$ cat src/rtl/spi_rx_if.sv
// SPI receive bundle: arm/SCLK/MISO toward the shifter, word/done/count back.
// Latency: none, wires only.
// Backpressure: none; the master holds rx_en_i until it has read the word.
//
// Ports (slave view):
//   rx_en_i      arm/hold receive; low aborts a word in progress
//   SCLK_i       serial clock, synchronous to the system clock
//   MISO_i       serial data from the slave, asynchronous
//   rx_buffer_o  last completed word
//   rx_done_o    word complete (level)
//   bit_count_o  bits captured in the current word
interface spi_rx_if #(
    parameter int WIDTH = 8
);
    logic                           rx_en_i;
    logic                           SCLK_i;
    logic                           MISO_i;
    logic [WIDTH-1:0]               rx_buffer_o;
    logic                           rx_done_o;
    logic [$clog2(WIDTH+1)-1:0]     bit_count_o;

    modport master (
        output rx_en_i, SCLK_i, MISO_i,
        input  rx_buffer_o, rx_done_o, bit_count_o
    );

    modport slave (
        input  rx_en_i, SCLK_i, MISO_i,
        output rx_buffer_o, rx_done_o, bit_count_o
    );
endinterface

$ cat src/rtl/spi_rx.sv
// SPI receive shifter: deserialises WIDTH bits MSB first from MISO on an SCLK edge.
// Latency: word and done visible 1 clock_i cycle after the detecting edge.
// Backpressure: holds the word in DONE until rx_en_i drops; later SCLK edges ignored.
//
// Ports:
//   clock_i  system clock
//   reset_i  synchronous, active-high reset
//   bus      spi_rx_if slave modport (rx_en_i, SCLK_i, MISO_i in;
//            rx_buffer_o, rx_done_o, bit_count_o out)
module spi_rx #(
    parameter int WIDTH       = 8,
    parameter bit SAMPLE_EDGE = 1'b0,
    parameter int SYNC_STAGES = 2
) (
    input  logic     clock_i,
    input  logic     reset_i,
    spi_rx_if.slave  bus
);
    localparam int CW = $clog2(WIDTH + 1);
    localparam logic [CW-1:0] LAST_IDX = CW'(WIDTH - 1);

    typedef enum logic [1:0] {
        IDLE  = 2'd0,
        SHIFT = 2'd1,
        DONE  = 2'd2
    } state_t;

    state_t                 r_state;
    state_t                 w_state_nxt;
    logic [SYNC_STAGES-1:0] r_miso_sync;
    logic                   r_sclk_q;
    logic [WIDTH-1:0]       r_shift;
    logic [WIDTH-1:0]       w_shift_nxt;
    logic [WIDTH-1:0]       r_buf;
    logic [WIDTH-1:0]       w_buf_nxt;
    logic                   r_done;
    logic                   w_done_nxt;
    logic [CW-1:0]          r_count;
    logic [CW-1:0]          w_count_nxt;
    logic                   w_miso_s;
    logic                   w_edge;
    logic [WIDTH-1:0]       w_shifted;

    assign w_miso_s  = r_miso_sync[SYNC_STAGES-1];
    assign w_shifted = {r_shift[WIDTH-2:0], w_miso_s};

    // sclk_q tracks SCLK_i in every state, so arming while SCLK already sits
    // at the sampling level cannot fabricate an edge.
    assign w_edge = SAMPLE_EDGE ? (bus.SCLK_i & ~r_sclk_q)
                                : (~bus.SCLK_i & r_sclk_q);

    always_ff @(posedge clock_i) begin
        if (reset_i) begin
            r_state     <= IDLE;
            r_miso_sync <= '0;
            r_sclk_q    <= 1'b0;
            r_shift     <= '0;
            r_buf       <= '0;
            r_done      <= 1'b0;
            r_count     <= '0;
        end else begin
            r_miso_sync[0] <= bus.MISO_i;
            for (int i = 1; i < SYNC_STAGES; i++) begin
                r_miso_sync[i] <= r_miso_sync[i-1];
            end
            r_sclk_q <= bus.SCLK_i;
            r_state  <= w_state_nxt;
            r_shift  <= w_shift_nxt;
            r_buf    <= w_buf_nxt;
            r_done   <= w_done_nxt;
            r_count  <= w_count_nxt;
        end
    end

    always_comb begin
        w_state_nxt = r_state;
        w_shift_nxt = r_shift;
        w_buf_nxt   = r_buf;
        w_done_nxt  = r_done;
        w_count_nxt = r_count;
        case (r_state)
            IDLE: begin
                // An edge coinciding with arming is not captured.
                w_done_nxt  = 1'b0;
                w_count_nxt = '0;
                if (bus.rx_en_i) begin
                    w_state_nxt = SHIFT;
                    w_shift_nxt = '0;
                end
            end
            SHIFT: begin
                // Abort outranks a coincident sample edge.
                if (!bus.rx_en_i) begin
                    w_state_nxt = IDLE;
                    w_done_nxt  = 1'b0;
                    w_count_nxt = '0;
                end else if (w_edge) begin
                    w_shift_nxt = w_shifted;
                    w_count_nxt = r_count + CW'(1);
                    if (r_count == LAST_IDX) begin
                        w_buf_nxt   = w_shifted;
                        w_done_nxt  = 1'b1;
                        w_state_nxt = DONE;
                    end
                end
            end
            DONE: begin
                // Count stays saturated at WIDTH; edges are ignored here.
                if (!bus.rx_en_i) begin
                    w_state_nxt = IDLE;
                    w_done_nxt  = 1'b0;
                    w_count_nxt = '0;
                end
            end
            default: begin
                w_state_nxt = IDLE;
                w_done_nxt  = 1'b0;
                w_count_nxt = '0;
            end
        endcase
    end

    assign bus.rx_buffer_o = r_buf;
    assign bus.rx_done_o   = r_done;
    assign bus.bit_count_o = r_count;
endmodule

$ cat src/flat_wrapper.sv
// flat-port wrapper written by rule: the top's interface ports become plain ports
module spi_rx_flat 
#(
    parameter int WIDTH       = 8,
    parameter bit SAMPLE_EDGE = 1'b0,
    parameter int SYNC_STAGES = 2
)
  (clock_i, reset_i, bus_rx_en_i, bus_SCLK_i, bus_MISO_i, bus_rx_buffer_o, bus_rx_done_o, bus_bit_count_o);
  spi_rx_if #(.WIDTH(WIDTH)) bus_i ();
  input  logic clock_i;
  input  logic reset_i;
  input wire logic [$bits(bus_i.rx_en_i)-1:0] bus_rx_en_i;
  input wire logic [$bits(bus_i.SCLK_i)-1:0] bus_SCLK_i;
  input wire logic [$bits(bus_i.MISO_i)-1:0] bus_MISO_i;
  output wire logic [$bits(bus_i.rx_buffer_o)-1:0] bus_rx_buffer_o;
  output wire logic [$bits(bus_i.rx_done_o)-1:0] bus_rx_done_o;
  output wire logic [$bits(bus_i.bit_count_o)-1:0] bus_bit_count_o;
  assign bus_i.rx_en_i = bus_rx_en_i;
  assign bus_i.SCLK_i = bus_SCLK_i;
  assign bus_i.MISO_i = bus_MISO_i;
  assign bus_rx_buffer_o = bus_i.rx_buffer_o;
  assign bus_rx_done_o = bus_i.rx_done_o;
  assign bus_bit_count_o = bus_i.bit_count_o;
  spi_rx #(.WIDTH(WIDTH), .SAMPLE_EDGE(SAMPLE_EDGE), .SYNC_STAGES(SYNC_STAGES)) u_core (.clock_i(clock_i), .reset_i(reset_i), .bus(bus_i));
endmodule
$ cat config.mk
export PLATFORM = sky130hd
export DESIGN_NAME = spi_rx_flat
export DESIGN_NICKNAME = d
export VERILOG_FILES = /design/src/rtl/spi_rx_if.sv /design/src/rtl/spi_rx.sv /design/src/flat_wrapper.sv
export SDC_FILE = /design/constraint.sdc
export NUM_CORES = 1
export LEC_CHECK = 0
export ABC_AREA = 1
export CORE_ASPECT_RATIO = 1.25
export CORE_MARGIN = 8
export CORE_UTILIZATION = 54
export DETAILED_ROUTE_END_ITERATION = 7
export GPL_TIMING_DRIVEN = 0
export PLACE_DENSITY = 0.82
export SYNTH_ARGS = -nofsm -noshare
export SYNTH_HDL_FRONTEND = slang
export SYNTH_SLANG_ARGS = --single-unit
$ cat constraint.sdc
create_clock -name clock_i -period 3.38 [get_ports clock_i]
set_input_delay 0.676 -clock clock_i [delete_from_list [all_inputs] [get_ports clock_i]]
set_output_delay 0.676 -clock clock_i [all_outputs]
set_load 0.03 [all_outputs]
==> flow_summary.json, run 1 <==
{
  "synthSimpleGateAreaFrac_pct": 33.7,
  "setup.worst_path.class": "reg2out",
  "yosys-mux-area-fraction_pct": 0,
  "min_from": "u_core.r_miso_sync[0]$_SDFF_PP0_",
  "power_per_cell_area_nw_per_um2": 378,
  "post-cts-setup-buffer-count": 0,
  "timing_max_transition_violations_final": 0,
  "layout.cells.non_filler": 184,
  "min_path_type": "reg2reg",
  "netlist_area_um2": 1010,
  "grt_max_degree": 16,
  "placeableCoreArea_um2": 1770,
  "maxCapViolations": 0,
  "timing.clock.skew_ns": 0.00123,
  "crit_path_start_kind": "register",
  "worst_setup_hold_path_clk_slew_ns": 0.14,
  "fp.dieW_um": 54.7,
  "post_synth_fa_ha_maj_area_fraction_pct": 1.24,
  "critPathMaxFanout": 5,
  "power_frac_comb_pct": 5.8,
  "crit_cells": 1,
  "viasPerCell": 5.03,
  "synth.yosys.warnings": 0,
  "layout_common_cells": "36 x sky130_fd_sc_hd__nand2_1, 30 x sky130_fd_sc_hd__nor2_1, 25 x sky130_fd_sc_hd__dfxtp_1",
  "routedWlPerCell_um": 11.2,
  "power.leakage_nw": 0.545,
  "clk_sink_count": 25,
  "yosys_register_bits": 25,
  "setup.worst_path.end_class": "output port",
  "crit_path_end": "bus_bit_count_o[3]",
  "placed_cells_incl_taps": 180,
  "worst-slew-pin-transition_ns": 0.535,
  "number_of_global_route_vias_before_repair": 864,
  "finalWirelength_mm": 2.07,
  "pwr-share-clk_pct": 29.9,
  "reg2reg_setup_slack_ns": 1.91,
  "internal-power_mw": 0.353,
  "tritoncts": "yes",
  "sequential_area_share_after_synthesis_pct": 49.4,
  "place.detailed.hpwl_mm": 1.56,
  "path_delay_family": "buffers and inverters",
  "buffer_ports.inserted": 17,
  "final_layout_size_suffix_gt1_share_pct": 4.85,
  "cts_repair_resize_count": 0,
  "cts_root_buf": "sky130_fd_sc_hd__clkbuf_4",
  "syn2layout_area_growth_pct": 22.1,
  "fin_crit_sh_pct": 63.4,
  "switching_fraction_of_total_power_pct": 24.4,
  "count_of_nets_left_with_antenna_violations_after_detail_routing": 0,
  "gpl.final_weighted_congestion": 0.818,
  "clk-insertion-delay-late_ns": 0.33,
  "timing.slew.headroom_pct": 64.3,
  "power.switching_mw": 0.114,
  "mostFrequentLayoutCell": "sky130_fd_sc_hd__nand2_1",
  "drt_iter0_markers": 34,
  "min_period_ns": 2.14,
  "critPathRequiredTime_ns": 2.70,
  "critical_path_arrival_ns": 1.47,
  "critical_path.startpoint": "u_core.bus.bit_count_o[3]$_SDFFE_PP0P_",
  "synth_top_family_by_area": "simple AND/OR/NAND/NOR gates",
  "outcome": "finished clean",
  "synth_cells": 144,
  "numCtsBuffers": 3,
  "grt_antenna_before_repair": 0,
  "fp.dieArea_um2": 3520,
  "grt_setup_unrepaired": "no",
  "max_stage_delay_ns": 0.70,
  "gr-total-overflow": 0,
  "chipHeight_um": 64.4,
  "global_route.usage.total_pct": 13.0,
  "first_pass_grt_wire_length_mm": 3.53,
  "floorplan.initialDensity_pct": 57.3,
  "postCtsHoldBufs": 0,
  "routed-via-count": 925,
  "io_pins": 18,
  "final_nets": 172,
  "max_clock_freq_ghz": 0.467,
  "worstPathBufferInverterCount": 1,
  "row_count": 17,
  "r2r_cells": 9,
  "vdd_drop_max_mv": 0.318,
  "synth_compound_area_share_pct": 7.42,
  "htreeDepth": 1,
  "regToRegStartpoint": "u_core.bus.bit_count_o[0]$_SDFFE_PP0P_",
  "critical_path.slowest_cell": "sky130_fd_sc_hd__clkdlybuf4s50_1",
  "synth.net_count": 150,
  "timing.final.hold_violations": 0,
  "insertedDiodeCount": 0,
  "synth_cell_types": 15,
  "layout.core_utilization_pct": 70.0,
  "drc": 0,
  "setup-violations-final": 0,
  "post_synthesis_share_of_cell_area_spent_on_xor_and_xnor_gates_pct": 0,
  "syn_area_per_cell_um2": 7.03,
  "reg2reg_to": "u_core.bus.rx_buffer_o[3]$_SDFFE_PP0P_",
  "clk_buf_depth": 2,
  "seqPwrFrac_pct": 64.3,
  "setup_tns_ns": 0,
  "firstDrtPassIters": 4,
  "path_cells": "clkdlybuf4s50_1"
}
-- metrics by stage --
stage	hold slack (ns)	worst slack [ns]	area, µm²	total power, mW
finish	0.431	1.24	1240	0.467
global route	0.441	1.21	1240	0.483
CTS	0.434	1.24	1240	0.470
detailed placement	0.416	1.25	1210	0.334
global placement	0.394	1.29	1210	0.332
floorplan	0.388	1.85	1010	0.321
-- area by class of cell --
type | count | area, µm²
fillers | 152 | 529
flip-flops and latches | 25 | 500
multi-input cells | 99 | 429
repair buffers | 17 | 170
inverters | 18 | 67.6
well taps | 19 | 23.8
clock buffers | 3 | 22.5
plain buffers | 2 | 15.0
clock inverters | 1 | 7.51
-- power groups by stage --
stage                     clock [mW]  sequential, mW  combinational, mW
after global routing           0.152           0.300             0.0306
after global placement             0           0.306             0.0260
after CTS                      0.143           0.300             0.0272
after detailed placement           0           0.307             0.0270
after floorplan                    0           0.307             0.0140
final                          0.140           0.300             0.0271
-- synthesized netlist by cell type, drive strengths merged --
master  number  area (µm²)
a21oi       13        65.1
buf          1        11.3
nor2        31         119
nand2       37         141
inv         18        67.6
nor3         1        5.00
dfxtp       25         500
ha           1        12.5
nand4        1        6.26
clkbuf       1        3.75
nand3       13        70.1
o21ai        2        10.0
-- worst min-delay path by stage --
stage	to	slack [ns]	cells after the start
after detailed placement	u_core.r_miso_sync[1]$_SDFF_PP0_	0.42	2
after global placement	u_core.r_miso_sync[1]$_SDFF_PP0_	0.39	2
after floorplan	u_core.r_miso_sync[1]$_SDFF_PP0_	0.39	2
after global routing	u_core.r_miso_sync[1]$_SDFF_PP0_	0.44	2
final	u_core.r_miso_sync[1]$_SDFF_PP0_	0.43	2
after CTS	u_core.r_miso_sync[1]$_SDFF_PP0_	0.43	2
-- cells by family after synthesis --
| family | count (synthesis) |
|---|---|
| and+or+nand+nor | 83 |
| adders and majority gates | 1 |
| DFF | 25 |
| AOI/OAI and AO/OA | 15 |
| buffers and inverters | 20 |
-- layer usage --
metal  GRT usage [%]  vias to the layer above  part of all wire (%)
met5               0                        -                     0
met4            7.41                        0                   2.6
met3            2.78                        5                   5.1
met2            21.6                       13                    51
met1            14.2                      421                    41
li1                -                      486                     -
-- sequential cells by signal, summed over array words and instances, names as in the netlist --
name                    cells
u_core.bus.rx_buffer_o      8
u_core.r_shift              7
u_core.bus.bit_count_o      4
u_core.r_miso_sync          2
u_core.r_state              2
u_core.bus.rx_done_o        1
u_core.r_sclk_q             1
No activity file was read; power rests on OpenSTA's default activity.
==> run 2: changes to the inputs <==
--- a/config.mk
+++ b/config.mk
@@ -8,10 +8,10 @@
 export ABC_AREA = 1
 export CORE_ASPECT_RATIO = 1.25
 export CORE_MARGIN = 8
-export CORE_UTILIZATION = 54
+export CORE_UTILIZATION = 50
 export DETAILED_ROUTE_END_ITERATION = 7
 export GPL_TIMING_DRIVEN = 0
-export PLACE_DENSITY = 0.82
+export PLACE_DENSITY = 0.76
 export SYNTH_ARGS = -nofsm -noshare
 export SYNTH_HDL_FRONTEND = slang
 export SYNTH_SLANG_ARGS = --single-unit
==> constraint.sdc (replaced) <==
create_clock -name clock_i -period 2.2 [get_ports clock_i]
set_input_delay 0.44 -clock clock_i [delete_from_list [all_inputs] [get_ports clock_i]]
set_output_delay 0.44 -clock clock_i [all_outputs]
set_load 0.03 [all_outputs]
==> run 2 against run 1 <==
Against the previous run: non-clock buffer count unchanged; first-iteration DRC count down 59%; cell count up 0.54%; core utilization down 6.3 points; total power up 50%; sequential cell count unchanged; design area down 0.20%; largest cell class unchanged; highest routed layer unchanged.
==> flow_summary.json, run 2 (synthesis results as in run 1) <==
{
  "outcome": "finished clean",
  "crit_path_start_kind": "register",
  "grt_max_degree": 14,
  "worst-slew-pin-transition_ns": 0.506,
  "layout_common_cells": "36 x sky130_fd_sc_hd__nand2_1, 30 x sky130_fd_sc_hd__nor2_1, 25 x sky130_fd_sc_hd__dfxtp_1",
  "largest_register_ff_count": 8,
  "drc": 0,
  "routedWlPerCell_um": 10.6,
  "gr-total-overflow": 0,
  "numCtsBuffers": 3,
  "critical_path.slowest_cell": "sky130_fd_sc_hd__clkdlybuf4s50_1",
  "number_of_global_route_vias_before_repair": 831,
  "maxCapViolations": 0,
  "critical_path_arrival_ns": 1.43,
  "setup_tns_ns": 0,
  "timing_max_transition_violations_final": 0,
  "count_of_nets_left_with_antenna_violations_after_detail_routing": 0,
  "timing.clock.skew_ns": 0.00398,
  "grt_setup_unrepaired": "no",
  "drt_iter0_markers": 14,
  "setup.worst_path.end_class": "output port",
  "row_count": 18,
  "worst_setup_hold_path_clk_slew_ns": 0.13,
  "fillCellCount": 177,
  "fp.dieW_um": 56.2,
  "postCtsHoldBufs": 0,
  "tritoncts": "yes",
  "final_layout_size_suffix_gt1_share_pct": 4.24,
  "fin_crit_sh_pct": 85.1,
  "clk_buf_depth": 2,
  "mostFrequentLayoutCell": "sky130_fd_sc_hd__nand2_1",
  "finalWirelength_mm": 1.97,
  "power_per_cell_area_nw_per_um2": 567,
  "firstDrtPassIters": 4,
  "critPathMaxFanout": 5,
  "gr-usage-met1_pct": 10.9,
  "final_nets": 172,
  "min_period_ns": 1.87,
  "buffer_ports.inserted": 17,
  "grt_busiest_layer": "met2",
  "fp.dieArea_um2": 3730,
  "power.leakage_nw": 0.546,
  "p_total_mw": 0.700,
  "post-cts-setup-buffer-count": 0,
  "clk-insertion-delay-late_ns": 0.31,
  "clk_sink_count": 25,
  "routed-via-count": 899,
  "placeableCoreArea_um2": 1940,
  "vdd_drop_max_mv": 0.429,
  "insertedDiodeCount": 0,
  "max_clock_freq_ghz": 0.534,
  "floorplan.initialDensity_pct": 52.3,
  "cts_repair_resize_count": 0,
  "first_pass_grt_wire_length_mm": 3.43,
  "setup-violations-final": 0,
  "setup.worst_path.class": "reg2out",
  "cts_root_buf": "sky130_fd_sc_hd__clkbuf_4",
  "path_delay_family": "buffers and inverters",
  "preCtsSetupSlack_ns": 0.316,
  "gpl.final_weighted_congestion": 0.807,
  "syn2layout_area_growth_pct": 21.9,
  "global_route.usage.total_pct": 11.1,
  "timing.final.hold_violations": 0,
  "use_met2_pct": 21.0,
  "chipHeight_um": 66.3,
  "path_cells": "clkdlybuf4s50_1",
  "viasPerCell": 4.86,
  "critPathRequiredTime_ns": 1.76,
  "place.detailed.hpwl_mm": 1.49,
  "timing.slew.headroom_pct": 66.3,
  "grt_antenna_before_repair": 0,
  "io_pins": 18,
  "htreeDepth": 1,
  "min_path_type": "reg2reg",
  "finalWorstSetupSlack_ns": 0.329,
  "max_stage_delay_ns": 0.70,
  "grtUsageMet3_pct": 3.27,
  "worstPathBufferInverterCount": 1
}
==> run 2: worst paths after layout <==
kind | from | cells after the start | endpoint | slack (ns)
worst max register to register | u_core.bus.bit_count_o[0]$_SDFFE_PP0P_ | 10 | u_core.bus.rx_buffer_o[0]$_SDFFE_PP0P_ | 0.72
worst min register to register | u_core.r_miso_sync[0]$_SDFF_PP0_ | 2 | u_core.r_miso_sync[1]$_SDFF_PP0_ | 0.42
worst max-delay path | u_core.bus.bit_count_o[3]$_SDFFE_PP0P_ | 1 | bus_bit_count_o[3] | 0.33
worst min-delay path | u_core.r_miso_sync[0]$_SDFF_PP0_ | 2 | u_core.r_miso_sync[1]$_SDFF_PP0_ | 0.42
==> run 2: routing by layer <==
layer / vias up / share of wire [%]
li1: 489 / -
met1: 392 / 45
met2: 13 / 50
met3: 5 / 4.0
met4: 0 / 1.2
met5: - / 0
==> run 2: per-stage QoR <==
step                      std cells  utilization (%)  hold WS (ns)  area, µm²
final                           185             63.7         0.419       1230
after global routing            185             63.7         0.453       1230
after CTS                       185             63.7         0.420       1230
after detailed placement        181             62.3         0.400       1210
after global placement          181             62.3         0.394       1210
after floorplan                 144                -         0.388       1010
==> run 2: layout make-up <==
type / count / area (µm²) / area share (%)
tap: 20 / 25.0 / 2.03
buffer: 2 / 15.0 / 1.22
sequential: 25 / 500 / 40.6
inverter: 18 / 67.6 / 5.48
multi-input combinational: 99 / 429 / 34.8
timing repair buffer: 17 / 170 / 13.8
clock buffer: 4 / 26.3 / 2.13
==> run 2: report_power, final <==
part | internal, mW | switching [mW]
registers | 0.457 | 0.00340
clock network | 0.0707 | 0.127
logic | 0.0143 | 0.0267
total | 0.542 | 0.157
==> run 2: worst min-delay path: cells and delay by family, from the launching register on <==
kind	cells	cell delay (ns)
flops	1	0.32
buf+inv	1	0.04
simple gates	1	0.03
